<file path="src/rtl/mem_io_bridge.sv">
// mem_io_bridge
//   Decodes the cpu byte bus onto RAM, the UART tx/rx byte streams and a
//   free-running cycle counter. Reads return one cycle after the request;
//   UART bytes are queued in a small tx FIFO whose near-full flag lets the
//   cpu throttle early enough that stores already in flight still fit.
//
// Ports
//   clk_in, rst_in              clock, synchronous active-high reset
//   rdy_in                      cpu-side enable; low freezes cpu-side state
//   cpu_a/cpu_wdata/cpu_wr      cpu request (address, write data, write strobe)
//   cpu_rdata                   read data, valid the cycle after the request
//   io_buffer_full              tx FIFO near-full, to cpu
//   ram_a/ram_wdata/ram_we      RAM request; ram_rdata returns one cycle later
//   tx_valid/tx_data/tx_ready   tx byte stream out of the FIFO head
//   rx_valid/rx_data/rx_pop     rx byte stream, rx_pop consumes one byte
//   tx_overflow                 sticky: a push was dropped on a full FIFO
//   prog_done                   sticky: stop byte sent and FIFO drained
//
// Stop state machine
//   state       | meaning
//   ST_RUN      | IO writes push bytes; a 0x30004 write queues the stop byte
//   ST_STOPPING | stop byte queued; IO writes ignored while the FIFO drains
//   ST_DONE     | drained; prog_done held until reset, reads still served
module mem_io_bridge #(
  parameter int TX_DEPTH    = 8,
  parameter int FULL_MARGIN = 2,
  parameter int RAM_AW      = 17
) (
  input  logic              clk_in,
  input  logic              rst_in,
  input  logic              rdy_in,
  input  logic [31:0]       cpu_a,
  input  logic [7:0]        cpu_wdata,
  input  logic              cpu_wr,
  output logic [7:0]        cpu_rdata,
  output logic              io_buffer_full,
  output logic [RAM_AW-1:0] ram_a,
  output logic [7:0]        ram_wdata,
  output logic              ram_we,
  input  logic [7:0]        ram_rdata,
  output logic              tx_valid,
  output logic [7:0]        tx_data,
  input  logic              tx_ready,
  input  logic              rx_valid,
  input  logic [7:0]        rx_data,
  output logic              rx_pop,
  output logic              tx_overflow,
  output logic              prog_done
);

  localparam int PTR_W = $clog2(TX_DEPTH);
  localparam int CNT_W = PTR_W + 1;
  localparam logic [CNT_W-1:0] CNT_FULL = CNT_W'(TX_DEPTH);
  localparam logic [CNT_W-1:0] CNT_NEAR = CNT_W'(TX_DEPTH - FULL_MARGIN);

  typedef enum logic [1:0] {
    ST_RUN      = 2'd0,
    ST_STOPPING = 2'd1,
    ST_DONE     = 2'd2
  } state_t;

  state_t           state_q, state_d;
  logic             io_sel, io_rd, io_wr;
  logic [2:0]       io_lo;
  logic             io_sel_q, io_sel_d;
  logic [7:0]       io_rdata_q, io_rdata_d, rd_val;
  logic [31:0]      cyc_q, cyc_d, snap_q, snap_d;
  logic [7:0]       fifo_q [TX_DEPTH];
  logic [7:0]       fifo_d [TX_DEPTH];
  logic [PTR_W-1:0] wr_ptr_q, wr_ptr_d, rd_ptr_q, rd_ptr_d;
  logic [CNT_W-1:0] count_q, count_d;
  logic             buf_full_q, buf_full_d;
  logic             overflow_q, overflow_d;
  logic             push_req, push_ok, pop, fifo_full;
  logic [7:0]       push_data;
  logic             unused_hi;

  // Only bits [17:16] select the IO page; upper address bits are don't-care.
  assign unused_hi = ^cpu_a[31:18];

  assign io_sel = (cpu_a[17:16] == 2'b11);
  assign io_lo  = cpu_a[2:0];
  assign io_rd  = rdy_in & ~cpu_wr & io_sel;
  assign io_wr  = rdy_in & cpu_wr & io_sel;

  assign ram_a     = cpu_a[RAM_AW-1:0];
  assign ram_wdata = cpu_wdata;
  assign ram_we    = rdy_in & cpu_wr & ~io_sel;

  assign cpu_rdata = io_sel_q ? io_rdata_q : ram_rdata;
  assign rx_pop    = io_rd & (io_lo == 3'd0) & rx_valid;

  assign tx_valid  = (count_q != '0);
  assign tx_data   = fifo_q[rd_ptr_q];
  assign pop       = tx_valid & tx_ready;
  assign fifo_full = (count_q == CNT_FULL);

  assign io_buffer_full = buf_full_q;
  assign tx_overflow    = overflow_q;
  assign prog_done      = (state_q == ST_DONE);

  always_comb begin
    rd_val = 8'h00;
    case (io_lo)
      3'd0:    rd_val = rx_valid ? rx_data : 8'h00;
      3'd4:    rd_val = cyc_q[7:0];
      3'd5:    rd_val = snap_q[15:8];
      3'd6:    rd_val = snap_q[23:16];
      3'd7:    rd_val = snap_q[31:24];
      default: rd_val = 8'h00;
    endcase
  end

  always_comb begin
    state_d    = state_q;
    io_sel_d   = io_sel_q;
    io_rdata_d = io_rdata_q;
    cyc_d      = cyc_q;
    snap_d     = snap_q;
    fifo_d     = fifo_q;
    wr_ptr_d   = wr_ptr_q;
    rd_ptr_d   = rd_ptr_q;
    count_d    = count_q;
    overflow_d = overflow_q;
    push_req   = 1'b0;
    push_data  = 8'h00;
    push_ok    = 1'b0;
    // Registered from the current count, so the flag trails the count by one cycle.
    buf_full_d = (count_q >= CNT_NEAR);

    if (rdy_in) begin
      cyc_d      = cyc_q + 32'd1;
      io_sel_d   = io_sel;
      io_rdata_d = rd_val;
      // The low-byte read freezes a copy so the upper bytes read back coherently.
      if (io_rd && io_lo == 3'd4) snap_d = cyc_q;
    end

    case (state_q)
      ST_RUN: begin
        if (io_wr) begin
          if (io_lo == 3'd0 && cpu_wdata != 8'h00) begin
            push_req  = 1'b1;
            push_data = cpu_wdata;
          end else if (io_lo == 3'd4) begin
            push_req = 1'b1;
            state_d  = ST_STOPPING;
          end
        end
      end
      ST_STOPPING: begin
        if (count_q == '0 && !pop) state_d = ST_DONE;
      end
      ST_DONE: state_d = ST_DONE;
      default: state_d = ST_RUN;
    endcase

    // A push into a full FIFO still fits if the head leaves in the same cycle.
    push_ok = push_req && (!fifo_full || pop);
    if (push_req && fifo_full && !pop) overflow_d = 1'b1;

    if (push_ok) begin
      fifo_d[wr_ptr_q] = push_data;
      wr_ptr_d         = wr_ptr_q + 1'b1;
    end
    if (pop) rd_ptr_d = rd_ptr_q + 1'b1;

    if (push_ok && !pop)      count_d = count_q + 1'b1;
    else if (!push_ok && pop) count_d = count_q - 1'b1;
  end

  always_ff @(posedge clk_in) begin
    if (rst_in) begin
      state_q    <= ST_RUN;
      io_sel_q   <= 1'b0;
      io_rdata_q <= 8'h00;
      cyc_q      <= 32'd0;
      snap_q     <= 32'd0;
      for (int i = 0; i < TX_DEPTH; i++) fifo_q[i] <= 8'h00;
      wr_ptr_q   <= '0;
      rd_ptr_q   <= '0;
      count_q    <= '0;
      buf_full_q <= 1'b0;
      overflow_q <= 1'b0;
    end else begin
      state_q    <= state_d;
      io_sel_q   <= io_sel_d;
      io_rdata_q <= io_rdata_d;
      cyc_q      <= cyc_d;
      snap_q     <= snap_d;
      fifo_q     <= fifo_d;
      wr_ptr_q   <= wr_ptr_d;
      rd_ptr_q   <= rd_ptr_d;
      count_q    <= count_d;
      buf_full_q <= buf_full_d;
      overflow_q <= overflow_d;
    end
  end

endmodule

</file>
<file path="config.mk">
export PLATFORM = sky130hd
export DESIGN_NAME = mem_io_bridge
export DESIGN_NICKNAME = d
export VERILOG_FILES = /design/src/rtl/mem_io_bridge.sv
export SDC_FILE = /design/constraint.sdc
export NUM_CORES = 1
export LEC_CHECK = 0
export ABC_AREA = 0
export CAP_MARGIN = 25
export CORE_MARGIN = 4
export CORE_UTILIZATION = 55
export DETAILED_ROUTE_END_ITERATION = 6
export PLACE_DENSITY = 0.83
export SYNTH_ARGS = -nofsm -noshare
export SYNTH_HDL_FRONTEND = slang
export SYNTH_SLANG_ARGS = --single-unit
</file>
<file path="constraint.sdc">
create_clock -name clk_in -period 5.8 [get_ports clk_in]
set_clock_uncertainty 0.15 [all_clocks]
set_input_delay 1.16 -clock clk_in [delete_from_list [all_inputs] [get_ports clk_in]]
set_output_delay 1.16 -clock clk_in [all_outputs]
set_load 0.03 [all_outputs]
</file>
======== Word level (Yosys, flattened, before mapping) ========
Cells that the tools add are included.
W data, S select, Z words.
storage, ports and cells
  word-level logic and storage cells ...... 95
  input port bits ......................... 62
  flip-flop bits (word level) ............. 151
cells by class
  bitwise gates (word level) .............. 12
  add/subtract/negate cells ............... 5
  mux-type cells .......................... 23
  order comparisons ....................... 4
  reduce and logical (&&, ||, !) cells .... 21
  equality and inequality tests ........... 12
operator list
  operator                 count
  $bwmux W64               1
  $mux W8                  8
  $pmux W8 S5              1
  $add A32 B1 Y32 const B  1
  $bmux W8 S3              1
  $demux W8 S3             1
  $eq A3 B3 Y1 const B     4
  $logic_and A1 B1 Y1      9
  $and A1 B1 Y1            8
  $ge A4 B4 Y1 const B     2
  $mux W2                  4
  $mux W4                  2
  $ne A2 B2 Y1 const B     4
  $not A3 Y4               2
  $reduce_bool A8 Y1       1
  $add A3 B1 Y3 const B    2
  $pmux W2 S3              1
  $add A4 B1 Y4 const B    1
  $eq A2 B2 Y1 const B     2
  $eq A4 B4 Y1 const B     1
  $ge A4 B3 Y1 const B     1
  $logic_not A4 Y1         1
  $lt A4 B1 Y1 const B     1
  $mux W1                  4
  11 further kinds         14

======== Logic depth before layout (Yosys ltp) ========
  depth after elaboration ................. 10
  gate-level depth with buffers ........... 12
  gate-level depth less buffers ........... 11

======== Worst setup path before layout ========
OpenSTA, ideal clock, no wires.
  path type ............................... input-to-output
  start ................................... in cpu_a[0]
  end ..................................... out rx_pop
  path buffers ............................ 1
  data required time ...................... 4490 ps
  arrival time ............................ 2947 ps
  slack ................................... 1543 ps
  stages .................................. 3
  path through ............................ buf_2 -> nor4b_2 -> nor4b_1
on the way
  cells in the longest elaborated chain, start to end .. 3
ends and longest elaborated chain
  what                        line  RTL
  start: declaration          32    input logic [31:0] cpu_a,
  $logic_not A3 Y1            91    assign rx_pop = io_rd & (io_lo == 3'd0) & rx_valid;
  $and A1 B1 Y1 (2 in a row)  91
  end: declaration            46    output logic rx_pop,
No other way between the ends.

======== Worst setup path in the final report ========
  start ................................... in cpu_a[2]
  end ..................................... out rx_pop
The elaborated chain is that of the path after synthesis.

==> run_results.csv <==
group,metric,value,unit
outcome,outcome,"finished clean",
routing,met3WireLength,1180,um
final_layout,ff_latch_area,0.00286,mm2
cts,post_cts_buffers,0,
timing,hold_viol,0,
worst_setup_path,required,4.49,ns
routing,route.vias.total,5537,
final_layout,flow.area_growth_from_synthesis,18.1,%
global_route,grt_pass1_wl,26800,um
placement,gp_congestion,0.817,
synth,synthArstFlopShare,0,%
worst_setup_path,cp-end-kind,"primary output",
floorplanning,coreArea,0.0122,mm2
cts,cts_max_level,4,
synth,synthFlopType,"dfxtp_1",
cts,cts_tree,"yes",
routing,wl_met1,6810,um
worst_setup_path,cp_top_family,"buffers and inverters",
cts,clock_latency,0.41,ns
global_route,grt_max_degree,73,
routing,topRoutingLayerUsed,"met4",
timing,relSlewSlack,36.2,%
worst_setup_path,cp_slowest_cell,"clkdlybuf4s50_1",
cts,cts_num_sinks,143,
routing,drtPass1Iterations,6,
timing,slew_violations,0,
placement,place_hpwl,11000,um
final_layout,num-nets-final,798,
timing,setup_tns,0,ns
floorplanning,rows,40,
cts,cts_hold_buf,0,
floorplanning,design.die.area,0.0146,mm2
final_layout,multiInputGateArea,0.00369,mm2
synth,synth_area,0.00698,mm2
worst_setup_path,crit_buf_inv,2,
timing,max_freq,211,MHz
timing,post-route-period-util,81.9,%
worst_setup_path,path_max_fanout,9,
final_layout,drive_above_1_share,13.6,%
flow_run,maxCapViolCount,0,
routing,vias_per_cell,6.12,
global_route,grtUsageTotal,22.9,%
global_route,antenna_found_initial,0,
worst_setup_path,critPathKind,"input pin to primary output",
timing,whs,0.309,ns
routing,wl_met2,8430,um
worst_setup_path,crit_path_frequent_cell,"clkdlybuf4s50_1",
global_route,overflow,0,
placement,port_buffers,68,
worst_setup_path,critPathMaxStageDelay,0.76,ns
floorplanning,die_width,121,um
final_layout,antenna_cells,0,
min_path,hold_path_class,"register to register",
floorplanning,fp.dieH,121,um
routing,finalWirelength,16700,um
global_route,grt_pass1_vias,5424,
cts,cts_root_buf,"clkbuf_16",
synth,synth_area_per_cell,10.0,um2
worst_setup_path,arrival,3.44,ns
power_and_ir_drop,leakage,3.45,nW
final_layout,fillCellCount,906,
cts,clockBufferDepth,2,
synth,netlist_instances,698,
routing,ant_nets,0,
power_and_ir_drop,ir_drop,0.000198,V
cts,clk_pin_slew,0.06,ns
synth,yosysWarnings,0,
timing,rsz0062_at_grt,"false",
worst_setup_path,start_kind,"input pin",
synth,syn_nets,770,
routing,drt_iter0_drc,510,
worst_setup_path,crit_path_cell_trace,"clkdlybuf4s50_1 > nor4b_2 > nor4b_1 > clkdlybuf4s50_1",
synth,ys_ff_latch,143,
routing,drc,0,
synth,yosysSeqAreaShare,41.0,%
cts,postCtsResizedCells,0,
synth,synth_edf_count,0,
synth,synth_cell_type_count,51,
floorplanning,io_pins,109,
routing,routedWlPerCell,18.4,um
power_and_ir_drop,powerDensity,318,mW/mm2
timing,finalWorstPathRequiredPeriod,4.75,ns
power_and_ir_drop,p_total,2.62,mW
floorplanning,initial_core_util,57.2,%
timing,timing_worst_slew_pin_value,0.950,ns
timing,setup_viol_count_final,0,
cts,cts_made_buffers,17,
final_layout,post-route-util,67.6,%
worst paths after layout:
kind / from / to / slack [ns] / depth (start not counted)
worst max-delay path: cpu_a[2] / rx_pop / 1.05 / 4
worst min-delay path: fifo_q[5] / fifo_q[5] / 0.31 / 2
worst max register to register: count_q[0] / count_q[3] / 2.79 / 10
worst min register to register: fifo_q[5] / fifo_q[5] / 0.31 / 2
through the flow:
step	cells	instance area [um2]	setup slack, ns
finish	905	8250	1.05
global placement	872	7530	1.09
floorplan	698	6980	1.54
global route	905	8250	0.905
detailed placement	873	7550	1.08
CTS	903	8200	1.08
worst reg2reg max path, stage by stage, from the launching register on:
cell and delay [ns]:
dfxtp_1 0.36, nor3_1 0.29, and3b_1 0.45, nor3_1 0.11, ha_1 0.22, inv_1 0.13
ha_1 0.25, a21o_1 0.18, a21oi_1 0.18, mux2i_1 0.23, mux2_2 0.35
sequential cells by signal, indices dropped and copies added, names as in the netlist:
name / cells
io_rdata_q: 8
io_sel_q: 1
io_buffer_full: 1
state_q: 2
cyc_q: 32
fifo_q: 64
wr_ptr_q: 3
rd_ptr_q: 3
count_q: 4
tx_overflow: 1
snap_q: 24
synth_stat cells (all sizes together) (4+ instances only):
library cell  count  area share (%)
xor2             11             1.4
ha                9             1.6
nor4              6            0.97
a21oi            20             1.4
or4               5            0.59
nand3            15             1.1
o31ai             4            0.43
nand4            28             3.2
o311ai            6            0.75
o41ai             6            0.75
nor3             12            0.86
and2              4            0.36
or3              10            0.90
mux2i            91              13
nand2            80             4.3
a221oi            8             1.0
inv               9            0.48
nor2             62             3.4
mux4             24             7.7
or2               5            0.45
clkbuf           26             1.4
dfxtp           143              41
nand3b            4            0.43
mux2             20             3.2
buf              43             4.3
o21ai            11            0.79
and4              7            0.88
and3              6            0.54
xnor2             4            0.50
nor2b             4            0.36
layout by cell type, fill, tap and decap left out, types with 12 or more instances in the layout:
cell / synthesis / routed
a21oi_1: 20 / 20
clkbuf_16: 0 / 17
clkdlybuf4s50_1: 0 / 67
dfxtp_1: 143 / 143
mux2_2: 20 / 20
mux2i_1: 91 / 91
mux4_2: 24 / 24
nand2_1: 80 / 80
nand3_1: 15 / 15
nand4_1: 22 / 22
nor2_1: 61 / 61
nor3_1: 12 / 12
logic make-up after synthesis:
| kind of cell | after synthesis | share of synthesized area, % |
|---|---|---|
| AO/OA/AOI/OAI | 59 | 5.63 |
| XOR/XNOR | 15 | 1.88 |
| adder cells (fa/ha/maj) | 10 | 1.90 |
| buffers and inverters | 79 | 6.20 |
| flip-flops | 143 | 41.0 |
| multiplexers | 135 | 24.0 |
| AND/OR/NAND/NOR | 257 | 19.4 |
cell type report:
| class | count | area share, % |
|---|---|---|
| Inverter | 10 | 0.455 |
| Sequential cell | 143 | 34.7 |
| Timing Repair Buffer | 78 | 9.74 |
| Multi-Input combinational cell | 476 | 44.7 |
| Tap cell | 168 | 2.55 |
| Clock buffer | 19 | 5.25 |
| Clock inverter | 11 | 2.61 |
per-layer routing:
layer / up-vias / global-route usage [%]
met4: 0 / 8.36
met5: - / 0
met1: 2722 / 29.0
met3: 34 / 5.10
li1: 2567 / -
met2: 214 / 38.2
report_power, final:
part           internal (mW)  switching (mW)  total (mW)
Sequential              1.01          0.0371        1.04
Combinational          0.180           0.196       0.377
Clock                  0.801           0.400        1.20
(Power assumes the default switching activity.)
